<file path="config.mk">
export PLATFORM = sky130hd
export DESIGN_NAME = network_link_vc_arbiter
export DESIGN_NICKNAME = d
export VERILOG_FILES = /design/src/rtl/network_link_vc_arbiter_pkg.sv /design/src/rtl/network_round_robin_arbiter.sv /design/src/rtl/network_link_vc_arbiter.sv
export SDC_FILE = /design/constraint.sdc
export NUM_CORES = 1
export LEC_CHECK = 0
export ABC_CLOCK_PERIOD_IN_PS = 5300
export CELL_PAD_IN_SITES_DETAIL_PLACEMENT = 1
export CELL_PAD_IN_SITES_GLOBAL_PLACEMENT = 1
export CORE_MARGIN = 3
export CORE_UTILIZATION = 29
export CTS_CLUSTER_DIAMETER = 80
export DETAILED_ROUTE_END_ITERATION = 12
export PLACE_DENSITY = 0.81
export SETUP_SLACK_MARGIN = 0.2
export SLEW_MARGIN = 0
export SYNTH_ARGS = -nofsm -noshare
export SYNTH_HDL_FRONTEND = slang
export SYNTH_SLANG_ARGS = --single-unit
</file>
<file path="constraint.sdc">
create_clock -name clk_i -period 5.3 [get_ports clk_i]
set_clock_uncertainty 0.1 [all_clocks]
set_input_delay 1.06 -clock clk_i [delete_from_list [all_inputs] [get_ports clk_i]]
set_output_delay 1.06 -clock clk_i [all_outputs]
set_load 0.02 [all_outputs]
</file>
<file path="src/rtl/network_link_vc_arbiter_pkg.sv">
// -----------------------------------------------------------------------------
// network_link_vc_arbiter_pkg
// Shared network definitions for the link VC arbiter and the switch allocators:
// default width constants, flit-type and VC framing-state enums, and the
// per-VC framing transition function.
// No ports (package).
// -----------------------------------------------------------------------------
package network_link_vc_arbiter_pkg;

    localparam int NETWORK_DEFAULT_FLIT_WIDTH                  = 64;
    localparam int NETWORK_DEFAULT_FLIT_TYPE_WIDTH             = 2;
    localparam int NETWORK_DEFAULT_NUMBEROF_VIRTUAL_CHANNELS   = 4;
    localparam int NETWORK_DEFAULT_VIRTUAL_CHANNEL_ID_WIDTH    = 3;
    localparam int NETWORK_DEFAULT_DOWNSTREAM_BUFFER_DEPTH     = 8;

    typedef enum logic [NETWORK_DEFAULT_FLIT_TYPE_WIDTH-1:0] {
        FLIT_HEADER      = 2'b00,
        FLIT_BODY        = 2'b01,
        FLIT_TAIL        = 2'b10,
        FLIT_HEADER_TAIL = 2'b11
    } flit_type_e;

    typedef enum logic {
        VC_IDLE      = 1'b0,
        VC_IN_PACKET = 1'b1
    } vc_state_e;

    typedef struct packed {
        vc_state_e state;
        logic      error;
    } vc_frame_t;

    // Framing transition for one accepted flit. A misplaced header still opens
    // (or closes) a packet exactly as it would from IDLE, so the stream
    // resynchronises on the offending flit.
    function automatic vc_frame_t frame_step(input vc_state_e state, input flit_type_e flit_type);
        vc_frame_t r;
        r.state = state;
        r.error = 1'b0;
        case (flit_type)
            FLIT_HEADER: begin
                r.state = VC_IN_PACKET;
                r.error = (state == VC_IN_PACKET);
            end
            FLIT_HEADER_TAIL: begin
                r.state = VC_IDLE;
                r.error = (state == VC_IN_PACKET);
            end
            FLIT_BODY: begin
                r.state = state;
                r.error = (state == VC_IDLE);
            end
            FLIT_TAIL: begin
                r.state = VC_IDLE;
                r.error = (state == VC_IDLE);
            end
            default: ;
        endcase
        return r;
    endfunction

endpackage

</file>
<file path="src/rtl/network_round_robin_arbiter.sv">
// -----------------------------------------------------------------------------
// network_round_robin_arbiter
// Combinational round-robin picker: grants the first requester at or above
// ptr_i, wrapping modulo N. The caller owns the pointer register.
// Ports:
//   req_i        in  N      request vector
//   ptr_i        in  IDX_W  highest-priority index
//   grant_o      out N      one-hot grant (all zero when no request)
//   grant_idx_o  out IDX_W  index of the granted requester
//   any_grant_o  out 1      a grant was issued
// -----------------------------------------------------------------------------
module network_round_robin_arbiter #(
    parameter  int N     = 4,
    localparam int IDX_W = (N > 1) ? $clog2(N) : 1
) (
    input  logic [N-1:0]     req_i,
    input  logic [IDX_W-1:0] ptr_i,
    output logic [N-1:0]     grant_o,
    output logic [IDX_W-1:0] grant_idx_o,
    output logic             any_grant_o
);

    logic [IDX_W-1:0] idx;

    // NOTE: every output of a combinational block gets a default before any
    // branch, otherwise an unassigned path infers a latch.
    always_comb begin
        grant_o     = '0;
        grant_idx_o = '0;
        any_grant_o = 1'b0;
        idx         = '0;
        for (int off = 0; off < N; off++) begin
            idx = IDX_W'((int'(ptr_i) + off) % N);
            if (!any_grant_o && req_i[idx]) begin
                grant_o[idx] = 1'b1;
                grant_idx_o  = idx;
                any_grant_o  = 1'b1;
            end
        end
    end

endmodule

</file>
<file path="src/rtl/network_link_vc_arbiter.sv">
// -----------------------------------------------------------------------------
// network_link_vc_arbiter
// Output-link scheduler: shares one flit link among the virtual channels with
// per-flit round-robin arbitration, credit-based flow control towards the
// downstream VC buffers, and per-VC packet framing checks.
// Ports:
//   clk_i, rst_i       clock, asynchronous active-high reset
//   flit_i             per-VC candidate flit (VC v is slice v)
//   flit_type_i        per-VC flit type
//   valid_i            per-VC flit available
//   ready_o            one-hot grant; flit consumed on valid_i[v] && ready_o[v]
//   credit_i           per-VC one-cycle credit-return pulse
//   flit_o/flit_type_o/vc_id_o/valid_o   registered link flit
//   protocol_error_o   sticky framing/credit error, cleared only by reset
// -----------------------------------------------------------------------------
module network_link_vc_arbiter
    import network_link_vc_arbiter_pkg::*;
#(
    parameter int NETWORK_FLIT_WIDTH                = NETWORK_DEFAULT_FLIT_WIDTH,
    parameter int NETWORK_FLIT_TYPE_WIDTH           = NETWORK_DEFAULT_FLIT_TYPE_WIDTH,
    parameter int NETWORK_NUMBEROF_VIRTUAL_CHANNELS = NETWORK_DEFAULT_NUMBEROF_VIRTUAL_CHANNELS,
    parameter int NETWORK_VIRTUAL_CHANNEL_ID_WIDTH  = NETWORK_DEFAULT_VIRTUAL_CHANNEL_ID_WIDTH,
    parameter int DOWNSTREAM_BUFFER_DEPTH           = NETWORK_DEFAULT_DOWNSTREAM_BUFFER_DEPTH
) (
    input  logic                                                            clk_i,
    input  logic                                                            rst_i,
    input  logic [NETWORK_NUMBEROF_VIRTUAL_CHANNELS*NETWORK_FLIT_WIDTH-1:0] flit_i,
    input  logic [NETWORK_NUMBEROF_VIRTUAL_CHANNELS*NETWORK_FLIT_TYPE_WIDTH-1:0] flit_type_i,
    input  logic [NETWORK_NUMBEROF_VIRTUAL_CHANNELS-1:0]                    valid_i,
    output logic [NETWORK_NUMBEROF_VIRTUAL_CHANNELS-1:0]                    ready_o,
    input  logic [NETWORK_NUMBEROF_VIRTUAL_CHANNELS-1:0]                    credit_i,
    output logic [NETWORK_FLIT_WIDTH-1:0]                                   flit_o,
    output logic [NETWORK_FLIT_TYPE_WIDTH-1:0]                              flit_type_o,
    output logic [NETWORK_VIRTUAL_CHANNEL_ID_WIDTH-1:0]                     vc_id_o,
    output logic                                                            valid_o,
    output logic                                                            protocol_error_o
);

    localparam int NVC = NETWORK_NUMBEROF_VIRTUAL_CHANNELS;
    localparam int FW  = NETWORK_FLIT_WIDTH;
    localparam int TW  = NETWORK_FLIT_TYPE_WIDTH;
    localparam int IW  = NETWORK_VIRTUAL_CHANNEL_ID_WIDTH;
    localparam int PW  = (NVC > 1) ? $clog2(NVC) : 1;
    localparam int CW  = $clog2(DOWNSTREAM_BUFFER_DEPTH + 1);
    localparam logic [CW-1:0] CREDIT_FULL = CW'(DOWNSTREAM_BUFFER_DEPTH);

    logic [NVC-1:0]         eligible;
    logic [NVC-1:0]         grant;
    logic [NVC-1:0]         frame_err;
    logic [NVC-1:0]         credit_ovf;
    logic [NVC-1:0][CW-1:0] vc_credit;
    logic [PW-1:0]          grant_idx;
    logic                   any_grant;

    logic [PW-1:0] rr_ptr_q, rr_ptr_d;
    logic          valid_q;
    logic [FW-1:0] flit_q;
    logic [TW-1:0] flit_type_q;
    logic [IW-1:0] vc_id_q;
    logic          error_q, error_d;

    // ---------------------------------------------------------------- per VC
    for (genvar v = 0; v < NVC; v++) begin : g_vc
        logic [CW-1:0] credit_q, credit_d;
        logic          ovf;
        vc_state_e     state_q, state_d;
        vc_frame_t     frame;
        logic          err;

        // Eligibility uses only the registered count: a returned credit takes
        // effect the cycle after its pulse.
        assign eligible[v]   = valid_i[v] && (credit_q != '0);
        assign vc_credit[v]  = credit_q;
        assign credit_ovf[v] = ovf;
        assign frame_err[v]  = err;
        assign frame         = frame_step(state_q, flit_type_e'(flit_type_i[v*TW +: TW]));

        // A grant and a credit return in the same cycle cancel out.
        always_comb begin
            credit_d = credit_q;
            ovf      = 1'b0;
            case ({grant[v], credit_i[v]})
                2'b10: credit_d = credit_q - CW'(1);
                2'b01: begin
                    if (credit_q == CREDIT_FULL) ovf = 1'b1;
                    else                         credit_d = credit_q + CW'(1);
                end
                default: ;
            endcase
        end

        // NOTE: sequential state uses non-blocking assignments so every
        // register samples pre-edge values regardless of process order.
        always_ff @(posedge clk_i or posedge rst_i) begin
            if (rst_i) credit_q <= CREDIT_FULL;
            else       credit_q <= credit_d;
        end

        // Framing FSM: state register / next state / output.
        always_ff @(posedge clk_i or posedge rst_i) begin
            if (rst_i) state_q <= VC_IDLE;
            else       state_q <= state_d;
        end

        always_comb begin
            state_d = state_q;
            if (grant[v]) state_d = frame.state;
        end

        always_comb begin
            err = 1'b0;
            if (grant[v]) err = frame.error;
        end
    end

    // ------------------------------------------------------------ arbitration
    network_round_robin_arbiter #(
        .N (NVC)
    ) u_rr_arb (
        .req_i       (eligible),
        .ptr_i       (rr_ptr_q),
        .grant_o     (grant),
        .grant_idx_o (grant_idx),
        .any_grant_o (any_grant)
    );

    assign ready_o = grant;

    always_comb begin
        rr_ptr_d = rr_ptr_q;
        if (any_grant) begin
            if (grant_idx == PW'(NVC - 1)) rr_ptr_d = '0;
            else                           rr_ptr_d = grant_idx + PW'(1);
        end
    end

    assign error_d = error_q | (|frame_err) | (|credit_ovf);

    // ------------------------------------------------------------ link register
    // NOTE: the link payload is reset too, so the link idles at a known value
    // rather than forwarding X after reset.
    always_ff @(posedge clk_i or posedge rst_i) begin
        if (rst_i) begin
            rr_ptr_q    <= '0;
            valid_q     <= 1'b0;
            flit_q      <= '0;
            flit_type_q <= '0;
            vc_id_q     <= '0;
            error_q     <= 1'b0;
        end else begin
            rr_ptr_q <= rr_ptr_d;
            valid_q  <= any_grant;
            error_q  <= error_d;
            if (any_grant) begin
                flit_q      <= flit_i[grant_idx*FW +: FW];
                flit_type_q <= flit_type_i[grant_idx*TW +: TW];
                vc_id_q     <= IW'(grant_idx);
            end
        end
    end

    assign valid_o          = valid_q;
    assign flit_o           = flit_q;
    assign flit_type_o      = flit_type_q;
    assign vc_id_o          = vc_id_q;
    assign protocol_error_o = error_q;

endmodule
</file>
[Word-level counts from Yosys, hierarchy flattened]
Cells that the tools add are included.
Storage, ports and cells
  bits in registers: 92
  latch bits: 0
  memory bits (writable): 0
  ROM bits: 0
  output and inout bits: 75
  logic and storage cells: 167
  memories kept: 0
Cells by class
  add/sub/neg operators: 12
  multipliers: 0
  divide/modulo/power cells: 0
  magnitude comparators: 8
  equal/unequal tests: 29
  shift operators: 2
  multiplexer cells: 53
  bitwise logic cells: 13
  reduce and logical (&&, ||, !) cells: 36
Operators with widths (number)
  variable part select 256 x 9 -> 64 bit: 1
  2-to-1 mux 4 bit: 8
  case mux 2 bit (4 select lines): 4
  case mux 4 bit (2 select lines): 4
  equality test 2 bit (second input constant): 13
  2-to-1 mux 1 bit: 24
  adder 4 x 1 -> 4 bit (second input constant): 4
  equality test 2 x 1 -> 1 bit (second input constant): 8
  equality test 4 bit (second input constant): 4
  AND reduction 2 bit: 8
  nonzero test 4 bit: 4
  subtractor 4 x 1 -> 4 bit (second input constant): 4
  < comparator 2 x 3 -> 1 bit (second input constant): 4
  bitwise OR 4 bit: 3
  logical AND 1 bit: 11
  2-to-1 mux 2 bit: 5
  binary-select mux 1 bit (select 2 bit): 4
  demux 1 bit (select 2 bit): 4
  greater-or-equal comparator 2 x 1 -> 1 bit (second input constant): 4
  logical NOT 2 bit: 4
  inequality test 2 bit (second input constant): 4
  inverter 1 bit: 8
  nonzero test 2 bit: 4
  OR reduction 4 bit: 2
  5 further kinds: 10

[Depth between registers and ports, before layout]
Gate-level depths: netlist of run 1.
  depth in word-level cells: 18
  depth in mapped cells: 16
  gate-level depth less buffers: 14

[Cells and area by module]
A second synthesis of run 1 with hierarchy kept.
Second synthesis, totals
  cells, all modules: 410
  area, all modules: 6097.1 µm²
By module, submodules not included
  network_link_vc_arbiter: times used 1, cells an instance 365, area an instance 5677.9 µm²
  network_round_robin_arbiter: times used 1, cells an instance 45, area an instance 419.2 µm²

[Least setup slack after synthesis of run 1]
No wires, ideal clock.
  kind: reg2reg
  start point: reg with a tool-made name
  end point: reg g_vc[2].credit_q[3]
  data arrival time: 3620 ps
  setup slack: 1505 ps
  cell stages (with the launch flop): 14
  path through: dfrtp_1 > clkinv_1 > ha_1 > clkbuf_1 > mux4_2 > a221o_1 > a221oi_1 > inv_1 > ha_1 > a21o_1 > a21oi_1 > and2_1 > mux2i_1 > xnor2_1
RTL lines
  end signal, assigned: line network_link_vc_arbiter.sv:96  | else credit_q <= credit_d;
  end, declared: line network_link_vc_arbiter.sv:64  | logic [CW-1:0] credit_q, credit_d;

[Worst setup path in the final report of run 1]
  start point: in valid_i[2]
  end point: out ready_o[2]
On the way
  word-level cells in the longest chain between the ends: 13
  elaborated cells on any way between the ends: 25
  classes of those cells: mux (15); bitwise (3); reduce/logical (7)
RTL lines
  start, declared: line network_link_vc_arbiter.sv:29  | input logic [NETWORK_NUMBEROF_VIRTUAL_CHANNELS-1:0] valid_i,
  logical AND 1 bit (*): line network_link_vc_arbiter.sv:72  | assign eligible[v] = valid_i[v] && (credit_q != '0);
  binary-select mux 1 bit (select 2 bit): line network_round_robin_arbiter.sv:34  | if (!any_grant_o && req_i[idx]) begin
  2-to-1 mux 1 bit (not written as such): line network_round_robin_arbiter.sv:34
  2-to-1 mux 1 bit: line network_round_robin_arbiter.sv:34
  logical NOT 1 bit: line network_round_robin_arbiter.sv:34
  logical AND 1 bit: line network_round_robin_arbiter.sv:34
  2-to-1 mux 1 bit: line network_round_robin_arbiter.sv:34
  logical NOT 1 bit: line network_round_robin_arbiter.sv:34
  logical AND 1 bit: line network_round_robin_arbiter.sv:34
  2-to-1 mux 1 bit: line network_round_robin_arbiter.sv:34
  logical NOT 1 bit: line network_round_robin_arbiter.sv:34
  logical AND 1 bit: line network_round_robin_arbiter.sv:34
  2-to-1 mux 4 bit (*): line network_round_robin_arbiter.sv:34
  end, declared: line network_link_vc_arbiter.sv:30  | output logic [NETWORK_NUMBEROF_VIRTUAL_CHANNELS-1:0] ready_o,
Mark *: on every way between the ends. The rest lies on a longest branch, timed or not. The select of a mux whose other input is x is not followed.

==> results of run 1 <==
[stage by stage]
| step | utilization [%] | std cells |
|---|---|---|
| final | 48.9 | 1222 |
| after global routing | 48.9 | 1222 |
| after CTS | 48.9 | 1222 |
| after detailed placement | 47.5 | 1206 |
| after global placement | 47.5 | 1206 |
| after floorplan | - | 606 |
[tightest hold or removal path, cell delays in order, from the launching register on]
cell	delay, ps
dfrtp_1	340
nand2_1	50
nand2_1	50
[worst max path at each step]
stage / depth (start not counted) / endpoint / from
floorplan: 13 / g_vc[2].credit_q[3] / register
global placement: 8 / ready_o[2] / valid_i[0]
detailed placement: 8 / ready_o[2] / valid_i[2]
CTS: 8 / ready_o[2] / valid_i[0]
global route: 8 / ready_o[2] / valid_i[0]
finish: 8 / ready_o[2] / valid_i[2]
[power by group through the flow]
stage	clock network, mW	logic, mW	registers (mW)
finish	0.681	5.78	1.46
global route	0.729	6.26	1.52
CTS	0.705	5.86	1.46
detailed placement	0	5.83	1.48
global placement	0	5.72	1.46
floorplan	0	3.67	1.73
[cells by family (layout without fill, tap and decap cells)]
family	count (synthesis)	in the layout	synth area share, %
adder cells (fa/ha/maj)	20	20	4.47
buffers and inverters	56	397	4.63
XOR/XNOR	22	22	3.07
flip-flops	92	92	36.8
AO/OA/AOI/OAI	123	123	16.6
multiplexers	149	149	24.7
other	1	1	0.0598
AND/OR/NAND/NOR	143	143	9.75
[cell type report]
class                      instances  area (sq um)
multi-input combinational        458          3700
timing repair buffer             365          3630
fill                            2360         10800
inverter                          16          62.6
clock buffer                      11           243
clock inverter                     5          60.1
sequential                        92          2310
tap                              275           344
[registers in the layout, summed over array words and instances (netlist names), named ones only]
name / count
g_vc.credit_q: 16
protocol_error_o: 1
g_vc.state_q: 4
flit_o: 64
flit_type_o: 2
rr_ptr_q: 1
valid_o: 1
vc_id_o: 2
[layer usage]
layer | routed length [um] | vias to the layer above | part of all wire, % | global-route usage (%)
li1 | - | 2963 | - | -
met3 | 1990 | 36 | 7.7 | 5.83
met5 | 0 | - | 0 | 0
met2 | 12800 | 276 | 50 | 36.8
met1 | 10200 | 3077 | 40 | 24.8
met4 | 720 | 0 | 2.8 | 6.87
[cell usage in the layout, fill, tap and decap left out, drive strengths merged, types with 4 or more instances in the layout]
master	netlist	layout
clkdlybuf4s50	0	347
mux2i	140	140
dfrtp	88	88
nand2	58	58
nor2	52	52
a221oi	39	39
o221ai	31	31
buf	23	18
xnor2	17	17
ha	16	16
inv	15	16
clkbuf	17	11
nand3	10	10
nor3	10	10
a21o	6	6
a21oi	6	6
o21ai	5	5
mux2	5	5
xor2	5	5
mux4	4	4
o41a	4	4
a2bb2oi	4	4
fa	4	4
dfstp	4	4
o41ai	4	4
==> qor.csv, run 1 <==
stage,metric,value,unit
power_and_ir_drop,pwr_density_cell,766,mW/mm^2
floorplan,top_level_ports,349,
synthesis,synth_fp_nets,900,
synthesis,netlist.area_leader.share,35.1,%
place,globalplace.congestion,0.826,
worst_setup_path,cp_num_buf_inv,3,
min_path,whs_endpoint,vc_id_o[0],
worst_setup_path,critical_path.top_delay_family,buffers and inverters,
floorplan,die_y,153,um
synthesis,ys_warn_count,0,
floorplan,design.core.area,0.0212,sq mm
routing,drc,0,
worst_setup_path,r2r_cells,14,
power_and_ir_drop,internal-power,4.15,mW
synthesis,synth.largest_area_cell,dfrtp_1,
cts,ctsHoldBuffers,0,
cells_and_area,design_area,0.0103,sq mm
floorplan,rows,53,
min_path,worstHoldStart,vc_id_o[0],
sta,fin_ws,375,ps
run,cap_violations,0,
worst_setup_path,worst_path_max_delay_cell,clkdlybuf4s50_1,
power_and_ir_drop,swShare,47.6,%
worst_setup_path,r2r-start,rr_ptr_q[1],
synthesis,syn_area_per_cell,10.4,sq um
synthesis,synth_edf_count,0,
sta,clock.fmax,203,MHz
worst_setup_path,critPathKind,in2out,
cts,clk_pin_slew_worst_paths,60,ps
synthesis,synth_cells,606,
sta,setup_viol,0,
sta,finalCritPeriodShare,92.9,%
global_routing,grt_max_degree,62,
synthesis,synth_common_cells,"140 x mux2i_1, 88 x dfrtp_1, 57 x nand2_1",
power_and_ir_drop,total_power,7.92,mW
cts,cts_setup_buffers,0,
cells_and_area,syn2layout_area_growth,64.9,%
power_and_ir_drop,seqPwrFrac,18.5,%
global_routing,grt.total_usage,21.0,%
worst_setup_path,setup.worst_path.start_class,input pin,
cts,h-tree-depth,3,
power_and_ir_drop,net-switching-power,3.77,mW
synthesis,ys_ff_latch,92,
global_routing,grt_pass1_wl,39000,um
global_routing,antenna_found_initial,0,
cts,cts_buffer_depth,2,
power_and_ir_drop,power.leakage,4.43,nW
cts,cts_tree,yes,
place,postPlaceCellArea,0.0100,sq mm
routing,wl_per_cell,21.1,um
floorplan,die-area,0.0234,sq mm
worst_setup_path,cp_max_fo,7,
floorplan,start_util,29.7,%
synthesis,seq_area_frac_synth,36.8,%
sta,setup-tns-final,0,ps
routing,viasPerCell,5.20,
sta,finalHoldViolations,0,
place,pre_cts_ws,395,ps
synthesis,synth.most_common_cell,mux2i_1,
min_path,hold_depth,2,
routing,wl,25700,um
worst_setup_path,slowest_delay,640,ps
cts,ctsResizeCount,0,
routing,vias,6352,
worst_setup_path,worstReg2RegEnd,g_vc[0].credit_q[3],
cells_and_area,finalNetCount,1236,
cts,clock_sinks,92,
power_and_ir_drop,combPwrFrac,72.9,%
sta,slew-limit-headroom,44.3,%
worst_setup_path,required,4140,ps
worst_setup_path,end_kind,output port,
sta,slew_violations,0,
cts,insertion_delay,340,ps
synthesis,ys_top_cells_by_area,"dfrtp_1 35%, mux2i_1 22%, a221oi_1 5.3%, o221ai_1 4.3%, nand2_1 3.4%",
worst_setup_path,arrival,3770,ps
global_routing,overflow,0,
sta,worst_slew_pin_slew,835,ps
power_and_ir_drop,ir_drop,666,uV
synthesis,synth_cell_types,56,
cells_and_area,drive_gt1_share,6.02,%
routing,dr.pass1.iters,5,
sta,rsz0062_at_grt,no,
sta,worst_hold_slack,373,ps
synthesis,async_flop_share,100,%
place,dpl.hpwl,20100,um
sta,period_minus_slack,4930,ps
min_path,worstHoldPathType,reg2reg,
routing,drt_iter0_markers,249,
cts,numCtsBuffers,9,
cells_and_area,n_antenna_cell,0,
synthesis,synth_ff_type,dfrtp_1,
cts,clockRootBuffer,clkbuf_16,
routing,ant_nets,0,
place,io_buffers,347,
run_status,status,"finished, final reports clean",
power_and_ir_drop,clkPwrFrac,8.6,%
worst_setup_path,crit_top_cell,clkdlybuf4s50_1,
global_routing,grt_pass1_vias,6695,
worst_setup_path,path_cells,clkdlybuf4s50_1 -> o41a_1 -> mux4_2 -> o21bai_4 -> nor2_1 -> a22oi_1 -> inv_1 -> clkdlybuf4s50_1,
synthesis,mappedNetlistArea,0.00627,sq mm
worst_setup_path,r2r_slack,1260,ps
floorplan,die_x,153,um
Note: power is estimated with default switching activity, not from simulation.
==> run 2, diff against run 1 <==
MAX_ROUTING_LAYER = met4   (was default)
==> qor.csv, run 2 (synthesized netlist as in run 1, its figures left out) <==
stage,metric,value,unit
run_status,status,"finished, final reports clean",
cts,cts_buffer_depth,2,
global_routing,overflow,0,
place,pre_cts_ws,331,ps
floorplan,start_util,29.7,%
global_routing,grt_pass1_wl,39200,um
place,io_buffers,347,
sta,finalCritPeriodShare,92.2,%
sta,worst_slew_pin_slew,899,ps
cts,numCtsBuffers,9,
sta,finalHoldViolations,0,
floorplan,rows,53,
routing,vias,6388,
floorplan,die_x,153,um
global_routing,grt_max_degree,67,
power_and_ir_drop,pwr_density_cell,766,mW/mm^2
cells_and_area,layout_common_cells,"346 x clkdlybuf4s50_1, 140 x mux2i_1, 87 x dfrtp_1",
worst_setup_path,critPathKind,in2out,
cells_and_area,post-route-util,48.9,%
routing,drc,0,
power_and_ir_drop,power.leakage,4.45,nW
cells_and_area,n_antenna_cell,0,
worst_setup_path,cp_max_fo,7,
routing,wl_per_cell,21.2,um
cells_and_area,largest_reg_flops,64,
place,dpl.hpwl,20200,um
power_and_ir_drop,clkPwrFrac,8.4,%
global_routing,grt_pass1_vias,6831,
power_and_ir_drop,ir_drop,654,uV
cts,clockRootBuffer,clkbuf_16,
cts,cts_tree,yes,
worst_setup_path,required,4140,ps
routing,dr.pass1.iters,4,
run,cap_violations,0,
floorplan,die-area,0.0234,sq mm
worst_setup_path,setup.worst_path.start_class,input pin,
sta,rsz0062_at_grt,no,
cts,h-tree-depth,3,
routing,drt_iter0_markers,300,
cells_and_area,syn2layout_area_growth,64.7,%
cells_and_area,finalNetCount,1236,
sta,slew-limit-headroom,40.1,%
power_and_ir_drop,seqPwrFrac,18.5,%
sta,setup_viol,0,
place,globalplace.congestion,0.839,
cts,clk_pin_slew_worst_paths,70,ps
cells_and_area,layout_commonest_cell,clkdlybuf4s50_1,
power_and_ir_drop,internal-power,4.14,mW
cts,insertion_delay,340,ps
routing,wl,25800,um
power_and_ir_drop,net-switching-power,3.77,mW
floorplan,top_level_ports,349,
routing,viasPerCell,5.23,
sta,clock.fmax,205,MHz
sta,setup-tns-final,0,ps
power_and_ir_drop,swShare,47.6,%
cells_and_area,drive_gt1_share,6.13,%
cts,cts_setup_buffers,0,
global_routing,antenna_found_initial,0,
routing,ant_nets,0,
power_and_ir_drop,combPwrFrac,73.1,%
min_path,worstHoldPathType,reg2reg,
floorplan,die_y,153,um
sta,slew_violations,0,
sta,fin_ws,412,ps
cts,clock_sinks,92,
worst_setup_path,end_kind,output port,
worst_setup_path,arrival,3730,ps
floorplan,design.core.area,0.0212,sq mm
sta,period_minus_slack,4890,ps
global_routing,grt.total_usage,21.7,%
## run 2: cell count changes in the layout (fill, tap and decap cells not counted), sizes merged
cell,before,now
dlymetal6s2s,0,1
clkbuf,11,9
clkinvlp,1,0
clkinv,3,4
clkdlybuf4s50,347,346
inv,16,17
## run 2: cell type report
type,instances,area [sq um]
well taps,275,344
repair buffers,365,3640
clock buffers,9,225
fillers,2336,10800
inverters,16,62.6
flip-flops and latches,92,2310
clock inverters,6,62.6
multi-input cells,458,3700
## run 2: worst max-delay path, stage by stage
cell and delay [ps]:
clkdlybuf4s50_1 440, o41a_1 210, mux4_2 620, o21bai_4 240, nor3_1 210, nor2_1 130
inv_1 160, clkdlybuf4s50_1 650
## run 2: through the flow
stage               cell area (sq um)  cells  hold slack [ps]  total power [mW]
floorplan                        6270    606              385              5.40
global placement                10000   1206              362              7.19
detailed placement              10000   1206              372              7.34
CTS                             10300   1221              392              8.04
global route                    10300   1221              414              8.52
finish                          10300   1221              388              7.91
## run 2: timing repair
action                                  in CTS  in global routing
gates resized for setup                      0                  2
hold buffers                                 0                  0
endpoints found under the setup margin       0                  1
endpoints found under the hold margin        0                  0
## run 2: final timing paths
| kind | slack (ps) | start | cells past startpoint | endpoint |
|---|---|---|---|---|
| max | 410 | valid_i[0] | 8 | ready_o[3] |
| min | 390 | flit_o[31] | 2 | flit_o[31] |
| max reg2reg | 1360 | rr_ptr_q[1] | 13 | g_vc[0].credit_q[3] |
| min reg2reg | 390 | flit_o[31] | 2 | flit_o[31] |
| max in group asynchronous | 2940 | rst_i | 3 | g_vc[1].credit_q[3] |
| min in group asynchronous | 1150 | rst_i | 2 | flit_o[29] |
## run 2: routing by layer
metal | track usage, % | part of all wire [%]
met1 | 25.8 | 41
met2 | 37.9 | 51
met3 | 3.79 | 5.5
met4 | 6.19 | 2.2
met5 | - | 0
## run 2: power groups by stage
stage	Sequential, mW	Clock (mW)	Combinational, mW
6_report	1.47	0.662	5.78
5_1_grt	1.51	0.715	6.29
4_1_cts	1.47	0.687	5.89
3_5_place_dp	1.48	0	5.86
3_3_place_gp	1.45	0	5.74
2_1_floorplan	1.73	0	3.67
